### src/rtl/rs_issue_queue.sv
// rtl/rs_issue_queue.sv - reservation-station issue queue with CDB wakeup and fixed-priority select
module rs_issue_queue #(
    parameter int N_ENT = 8,
    parameter int TAG_W = 6,
    parameter int PAY_W = 32
) (
    input  logic             clock,
    input  logic             reset_n,
    input  logic             squash,
    input  logic             disp_valid,
    input  logic [TAG_W-1:0] disp_dest,
    input  logic [TAG_W-1:0] disp_src1,
    input  logic [TAG_W-1:0] disp_src2,
    input  logic             disp_rdy1,
    input  logic             disp_rdy2,
    input  logic [PAY_W-1:0] disp_pay,
    output logic             full,
    input  logic             cdb_valid,
    input  logic [TAG_W-1:0] cdb_tag,
    output logic             iss_valid,
    input  logic             iss_ready,
    output logic [TAG_W-1:0] iss_dest,
    output logic [TAG_W-1:0] iss_src1,
    output logic [TAG_W-1:0] iss_src2,
    output logic [PAY_W-1:0] iss_pay
);
    localparam int IDX_W = $clog2(N_ENT);

    logic [N_ENT-1:0] ent_valid;
    logic [N_ENT-1:0] ent_rdy1;
    logic [N_ENT-1:0] ent_rdy2;
    logic [TAG_W-1:0] ent_dest [N_ENT];
    logic [TAG_W-1:0] ent_src1 [N_ENT];
    logic [TAG_W-1:0] ent_src2 [N_ENT];
    logic [PAY_W-1:0] ent_pay  [N_ENT];

    logic [N_ENT-1:0] ent_ready;
    logic [N_ENT-1:0] grant;
    logic [IDX_W-1:0] alloc_idx;
    logic [IDX_W-1:0] sel_idx;
    logic             sel_any;
    logic             load_ok;
    logic             do_issue;
    logic             do_disp;
    logic             byp1;
    logic             byp2;

    assign ent_ready = ent_valid & ent_rdy1 & ent_rdy2;
    assign sel_any   = |ent_ready;
    assign full      = &ent_valid;
    assign load_ok   = !iss_valid || iss_ready;
    assign do_issue  = load_ok && sel_any;
    assign do_disp   = disp_valid && !full;
    assign byp1      = cdb_valid && (cdb_tag == disp_src1);
    assign byp2      = cdb_valid && (cdb_tag == disp_src2);

    // Ascending scan: the last hit wins, giving highest-index priority for both searches.
    always_comb begin
        alloc_idx = '0;
        sel_idx   = '0;
        for (int i = 0; i < N_ENT; i++) begin
            if (!ent_valid[i]) alloc_idx = IDX_W'(i);
            if (ent_ready[i])  sel_idx   = IDX_W'(i);
        end
        grant = '0;
        if (sel_any) grant[sel_idx] = 1'b1;
    end

    always_ff @(posedge clock or negedge reset_n) begin
        if (!reset_n) begin
            ent_valid <= '0;
            ent_rdy1  <= '0;
            ent_rdy2  <= '0;
        end else if (squash) begin
            ent_valid <= '0;
        end else begin
            for (int i = 0; i < N_ENT; i++) begin
                if (cdb_valid && ent_valid[i] && ent_src1[i] == cdb_tag) ent_rdy1[i] <= 1'b1;
                if (cdb_valid && ent_valid[i] && ent_src2[i] == cdb_tag) ent_rdy2[i] <= 1'b1;
            end
            // The allocated entry is invalid pre-edge, so it never collides with the granted one.
            if (do_issue) ent_valid <= ent_valid & ~grant;
            if (do_disp) begin
                ent_valid[alloc_idx] <= 1'b1;
                ent_rdy1[alloc_idx]  <= disp_rdy1 || byp1;
                ent_rdy2[alloc_idx]  <= disp_rdy2 || byp2;
            end
        end
    end

    always_ff @(posedge clock) begin
        if (do_disp && !squash) begin
            ent_dest[alloc_idx] <= disp_dest;
            ent_src1[alloc_idx] <= disp_src1;
            ent_src2[alloc_idx] <= disp_src2;
            ent_pay[alloc_idx]  <= disp_pay;
        end
    end

    always_ff @(posedge clock or negedge reset_n) begin
        if (!reset_n) begin
            iss_valid <= 1'b0;
            iss_dest  <= '0;
            iss_src1  <= '0;
            iss_src2  <= '0;
            iss_pay   <= '0;
        end else if (squash) begin
            iss_valid <= 1'b0;
        end else if (load_ok) begin
            iss_valid <= sel_any;
            if (sel_any) begin
                iss_dest <= ent_dest[sel_idx];
                iss_src1 <= ent_src1[sel_idx];
                iss_src2 <= ent_src2[sel_idx];
                iss_pay  <= ent_pay[sel_idx];
            end
        end
    end
endmodule
### config.mk
export PLATFORM = sky130hd
export DESIGN_NAME = rs_issue_queue
export DESIGN_NICKNAME = d
export VERILOG_FILES = /design/src/rtl/rs_issue_queue.sv
export SDC_FILE = /design/constraint.sdc
export NUM_CORES = 1
export LEC_CHECK = 0
export CAP_MARGIN = 40
export CORE_ASPECT_RATIO = 1.25
export CORE_MARGIN = 8
export CORE_UTILIZATION = 54
export DETAILED_ROUTE_END_ITERATION = 6
export HOLD_SLACK_MARGIN = 0.03
export PLACE_DENSITY_LB_ADDON = 0.2
export SLEW_MARGIN = 20
export SYNTH_ARGS = -nofsm -noshare
export SYNTH_HDL_FRONTEND = slang
export SYNTH_SLANG_ARGS = --single-unit
### constraint.sdc
create_clock -name clock -period 4.8 [get_ports clock]
set_clock_uncertainty 0.1 [all_clocks]
set_input_delay 0.48 -clock clock [delete_from_list [all_inputs] [get_ports clock]]
set_output_delay 0.48 -clock clock [all_outputs]
set_load 0.01 [all_outputs]
==> results of run 1 <==
-- repair_timing --
action / CTS / global route
resized for setup: 0 / 0
hold endpoints to repair: 36 / 0
hold buffers: 1 / 0
-- synth_stat cells, types with 10 or more instances --
library cell	n
a21oi_1	118
a22oi_1	50
a31o_2	15
a31oi_1	39
and2_1	40
buf_2	16
clkbuf_1	88
dfrtp_1	75
edfxtp_1	400
mux2i_1	10
nand2_1	14
nand3_1	61
nand4_1	19
nor2_1	11
nor4_1	16
o211ai_1	100
o21ai_0	116
o32a_1	49
xnor2_1	49
xor2_1	59
-- registers in the layout, summed over array words and instances, names as in the netlist --
name       cells
iss_pay       32
ent_dest      48
ent_src1      48
ent_pay      256
iss_valid      1
ent_rdy2       8
iss_dest       6
ent_rdy1       8
ent_valid      8
ent_src2      48
iss_src1       6
iss_src2       6
-- kinds of logic after synthesis --
group / count (synthesis) / synth area share, %
xor gates and xnor gates: 108 / 4.77
muxes: 10 / 0.505
DFF: 475 / 70.1
buffers and inverters: 121 / 2.64
AOI/OAI and AO/OA: 504 / 16.8
and+or+nand+nor: 186 / 5.22
-- report_power, final --
group | internal (mW) | total (mW) | switching (mW)
Clock | 2.05 | 3.54 | 1.48
Combinational | 0.693 | 1.42 | 0.730
Sequential | 4.74 | 4.94 | 0.196
-- how the worst max path moves through the flow --
stage | startpoint | to | slack, ns
2_1_floorplan | ent_valid[7] | ent_dest[3][0] | 0.59
5_1_grt | ent_valid[1] | ent_dest[0][3] | 1.44
6_report | ent_valid[7] | iss_pay[6] | 1.57
3_5_place_dp | squash | ent_dest[0][0] | 1.44
3_3_place_gp | squash | ent_src2[2][4] | 1.35
4_1_cts | ent_valid[1] | ent_dest[0][3] | 1.61
-- layer usage --
layer,vias up,global-route usage [%],wire (um)
li1,5757,-,-
met1,6750,31.9,21900
met2,723,43.1,28100
met3,144,4.27,4210
met4,2,12.7,2570
met5,-,0,11
-- layout make-up --
type | instances | area (um2) | share of cell area, %
Sequential cell | 475 | 13900 | 59.9
Multi-Input combinational cell | 808 | 5530 | 23.8
Timing Repair Buffer | 169 | 1710 | 7.36
Clock buffer | 59 | 1220 | 5.26
Tap cell | 480 | 601 | 2.59
Clock inverter | 20 | 233 | 1.00
Inverter | 5 | 18.8 | 0.0809
-- through the flow --
step / power [mW] / std cells
CTS: 9.94 / 2015
floorplan: 5.59 / 1404
finish: 9.90 / 2016
global placement: 6.41 / 1929
global route: 10.2 / 2016
detailed placement: 6.45 / 1935
==> metrics.txt, run 1 <==
worst path required time=5.13 ns; delay contributed by the slowest stage of the critical path=0.68 ns; die boundary width=187 um; Clock Latency Late Sink=0.56 ns; layout cells sized above 1=10.3%; Hold WS=0.399 ns; Max VDD drop=0.349 mV; count of nets after finishing=1,567; TritonCTS clock tree=done; slew at the pin with the worst max-slew slack=0.848 ns; Avg WL per Cell=28.1 um; number of fill cells in the layout=2,613; average cell area after synthesis=14.1 um2; total congestion overflow after global routing=0; # H-tree levels=2; vias in the first global route=13,590; die span in y=230 um; worst setup slack before clock tree synthesis=1.44 ns; maximum clock path buffer count=3; final total negative setup slack=0 ns; cell chosen for the clock root=clkbuf_16; worst reg2reg endpoint=iss_pay[6]; main area contributors after synthesis=edfxtp_1 61%, dfrtp_1 9.5%, o211ai_1 3.8%; cells traversed along the worst timing path=and3_2 > buf_4 > nor2_4 > nand3_2 > buf_12 > o211ai_1 > o32a_1; setup repair after global routing missed its margin=no; weighted congestion at the end of routability-driven global placement=0.929; PnR worst setup slack=1.57 ns; final HPWL from detailed placement=34.6 mm; count of maximum capacitance violations=0; # diodes=0; Hold Fails Final Rpt=0; Synth Register Bits=475; commonest non-fill, non-tap cells in the layout=400 x edfxtp_1, 116 x a21oi_1, 115 x o21ai_0; Syn-to-layout area delta=17.1%; portion of the post-synthesis area used by sequential elements=70.1%; CTS Buf Count=44; global-route wire length before repair=84.6 mm; r2r worst-path depth=7; slowest stage cell on the critical path=dfrtp_1; count of final max-slew check failures=0; reg-to-reg startpoint=ent_valid[7]; status=finished clean; Yosys Warn Count=0; synthesized netlist net count=1,468; critical path type=register to register; critical path launch point type=register; final clock period utilization by the worst path=67.2%; overall via count from detail_route=13,376; # clock sinks=475; leading cell type in the layout, fill and taps excluded=edfxtp_1; Min-Delay Path Class=register to register; clock transition at the register clock pins on the worst setup and hold paths after CTS=0.07 ns; maximum fanout count along the critical path=55; final core utilization=64.1%; count of buffer and inverter cells on the critical path=2; Worst slew margin=43.3%; PD cells=427 nW/um2; total setup violations reported at the end of the flow=0; count of TritonRoute iterations in the first routing pass=7; area of the die=43,100 um2; largest net degree at the start of global routing=61; Detailed Route Iter0 Violations=1,312; initial antenna violation count=1; count of buffers added by post-CTS timing repair for setup=0; standard cell area after detailed placement=21,700 um2; post-layout minimum cycle time=3.23 ns; Crit. End Element=register; I/O pin cnt=116; Worst Hold Endpoint=iss_pay[1]; overall global routing resource usage=25.7%; initial core utilization=54.7%; cell type with the largest total area after synthesis=edfxtp_1; Static Leakage=7.41 nW; Core ar.=36,200 um2; stages on the worst setup path=7; Async SR Flop Fraction=15.8%; Total Wirelength=56.7 mm; Routed Antenna Nets=0; kind of cell with the highest combined delay on the critical path=buffers and inverters; via-per-instance ratio=6.63; instance count along the most critical hold path=1; Post-Layout Inst Area=23,200 um2; library cells used by synthesis=43; Critical Path AT=3.56 ns; max frequency=0.310 GHz; number of flops mapped to enable cells by yosys=400; DRC errors left=0; number of cells produced by synthesis=1,404; Post-Synthesis Cell Area=19,800 um2; number of I/O port buffers=115; area share of the leading cell type in the synthesized netlist=60.6%; flop-to-flop setup slack=1.57 ns; row cnt=78; commonest register cell after synthesis=edfxtp_1; min-delay src=iss_pay[1]
(Power assumes the default switching activity.)
==> run 2, diff against run 1 <==
Settings changed: CORE_UTILIZATION 54 to 59.
Clock period 4.8 ns to 3.1 ns, I/O delays scaled along.
==> metrics.txt, run 2 (synthesized netlist as in run 1, its figures left out) <==
clock power share=35.9% (was 35.7%); reg-to-reg startpoint=ent_valid[4] (was ent_valid[7]); Syn-to-layout area delta=18.2% (was 17.1%); count of nets after finishing=1,592 (was 1,567); Hold WS=0.213 ns (was 0.399 ns); flop-to-flop setup slack=0.29 ns (was 1.57 ns); total congestion overflow after global routing=0 (unchanged); critical path type=register to register (unchanged); count of maximum capacitance violations=0 (unchanged); Clock Latency Late Sink=0.57 ns (was 0.56 ns); weighted congestion at the end of routability-driven global placement=0.976 (was 0.929); status=finished clean (unchanged); # H-tree levels=2 (unchanged); overall via count from detail_route=13,597 (was 13,376); post-layout minimum cycle time=2.81 ns (was 3.23 ns); Avg WL per Cell=29.8 um (was 28.1 um); delay contributed by the slowest stage of the critical path=0.62 ns (was 0.68 ns); cells traversed along the worst timing path=and3_2 > nor4_4 > a311oi_4 > buf_12 > o211ai_1 > o32a_1 (was and3_2 > buf_4 > nor2_4 > nand3_2 > buf_12 > o211ai_1 > o32a_1); count of final max-slew check failures=0 (unchanged); Routed Antenna Nets=0 (unchanged); CTS Buf Count=44 (unchanged); # clock sinks=475 (unchanged); worst reg2reg endpoint=iss_pay[0] (was iss_pay[6]); setup repair after global routing missed its margin=no (unchanged); maximum clock path buffer count=3 (unchanged); worst path required time=3.43 ns (was 5.13 ns); Max VDD drop=0.511 mV (was 0.349 mV); Total Wirelength=59.1 mm (was 56.7 mm); part of the power in registers=49.4% (was 49.9%); Worst slew margin=42.7% (was 43.3%); layout cells sized above 1=12.1% (was 10.3%); final total negative setup slack=0 ns (unchanged); Largest register FFs=256 (unchanged); critical path launch point type=register (unchanged); r2r worst-path depth=6 (was 7); I/O pin cnt=116 (unchanged); leading cell type in the layout, fill and taps excluded=edfxtp_1 (unchanged); switching part of the total power=24.7% (was 24.3%); initial antenna violation count=1 (unchanged); DRC errors left=0 (unchanged); switching power=3.82 mW (was 2.41 mW); Core ar.=33,300 um2 (was 36,200 um2); hold bufs inserted after CTS=2 (was 1); max frequency=0.356 GHz (was 0.310 GHz); Detailed Route Iter0 Violations=1,435 (was 1,312); TritonCTS clock tree=done (unchanged); internal power=11.7 mW (was 7.49 mW); overall global routing resource usage=29.4% (was 25.7%); slowest stage cell on the critical path=and3_2 (was dfrtp_1); Static Leakage=7.57 nW (was 7.41 nW); Post-Layout Inst Area=23,400 um2 (was 23,200 um2); fraction of power consumed by combinational cells=14.7% (was 14.4%); row cnt=75 (was 78); count of TritonRoute iterations in the first routing pass=5 (was 7); maximum fanout count along the critical path=56 (was 55); Critical Path AT=3.14 ns (was 3.56 ns); cell chosen for the clock root=clkbuf_16 (unchanged); die boundary width=180 um (was 187 um); via-per-instance ratio=6.85 (was 6.63); initial core utilization=59.5% (was 54.7%); PD cells=661 nW/um2 (was 427 nW/um2); global-route wire length before repair=88.3 mm (was 84.6 mm); total of cells resized after clock tree synthesis=0 (unchanged); vias in the first global route=14,195 (was 13,590); die span in y=221 um (was 230 um); number of fill cells in the layout=2,236 (was 2,613); final clock period utilization by the worst path=90.5% (was 67.2%); total setup violations reported at the end of the flow=0 (unchanged); number of I/O port buffers=115 (unchanged); # diodes=0 (unchanged); Hold Fails Final Rpt=0 (unchanged); Min-Delay Path Class=primary input to async pin (was register to register); startpoint of the most critical setup path=ent_valid[4] (was ent_valid[7]); clock transition at the register clock pins on the worst setup and hold paths after CTS=0.07 ns (about the same); slew at the pin with the worst max-slew slack=0.857 ns (was 0.848 ns); standard cell area after detailed placement=21,900 um2 (was 21,700 um2); largest net degree at the start of global routing=57 (was 61); register containing the most flip-flops in the final layout=ent_pay (unchanged); Crit. End Element=register (unchanged); final HPWL from detailed placement=35.4 mm (was 34.6 mm); commonest non-fill, non-tap cells in the layout=400 x edfxtp_1, 116 x a21oi_1, 115 x o21ai_0 (unchanged); count of buffers added by post-CTS timing repair for setup=0 (unchanged); area of the die=39,700 um2 (was 43,100 um2)
[run 2: cell types whose count changed in the layout (fill, tap and decap cells not counted), moves of 2 or more]
cell | before | now
clkbuf_1 | 11 | 9
clkinv_1 | 5 | 2
buf_8 | 3 | 0
clkbuf_8 | 2 | 5
clkinvlp_4 | 1 | 3
inv_6 | 0 | 2
buf_12 | 7 | 14
buf_4 | 42 | 61
[run 2: layout make-up]
cell class / instances / area (um2) / share of cell area [%]
Timing Repair Buffer: 194 / 1970 / 8.40
Tap cell: 423 / 529 / 2.26
Multi-Input combinational cell: 808 / 5530 / 23.6
Sequential cell: 475 / 13900 / 59.3
Clock inverter: 22 / 251 / 1.07
Inverter: 5 / 18.8 / 0.0802
Clock buffer: 59 / 1230 / 5.25
[run 2: critical path, delay by kind of cell, from the launching register on]
| family | cells | cell delay [ns] |
|---|---|---|
| AND/OR/NAND/NOR | 2 | 0.70 |
| flip-flops | 1 | 0.56 |
| AO/OA/AOI/OAI | 3 | 0.95 |
| buffers and inverters | 1 | 0.31 |
[run 2: how the worst max path moves through the flow]
stage / endpoint / cells past startpoint / slack [ns]
2_1_floorplan: ent_dest[3][0] / 5 / -1.11
3_3_place_gp: ent_rdy2[6] / 7 / 0.39
3_5_place_dp: iss_pay[0] / 6 / 0.37
4_1_cts: full / 4 / 0.32
5_1_grt: iss_pay[21] / 6 / 0.20
6_report: iss_pay[0] / 6 / 0.29
[run 2: power by group through the flow]
stage / Clock [mW] / Sequential [mW] / Combinational, mW
after floorplan: 0 / 7.82 / 0.835
final: 5.56 / 7.65 / 2.28
after CTS: 5.59 / 7.64 / 2.29
after global routing: 5.84 / 7.68 / 2.41
after detailed placement: 0 / 7.77 / 2.27
after global placement: 0 / 7.77 / 2.21
[run 2: per-stage QoR]
stage / power (mW) / setup WS [ns] / utilization [%] / instances
5_1_grt: 15.9 / 0.200 / 70.3 / 1986
3_5_place_dp: 10.0 / 0.371 / 65.7 / 1902
2_1_floorplan: 8.66 / -1.11 / - / 1404
6_report: 15.5 / 0.294 / 70.3 / 1986
3_3_place_gp: 9.98 / 0.392 / 65.6 / 1900
4_1_cts: 15.5 / 0.324 / 70.2 / 1985
[run 2: routing by layer]
metal | GRT usage (%) | part of all wire, %
met1 | 35.3 | 36
met2 | 49.8 | 50
met3 | 5.38 | 8.0
met4 | 16.3 | 5.1
met5 | 0 | 0.022
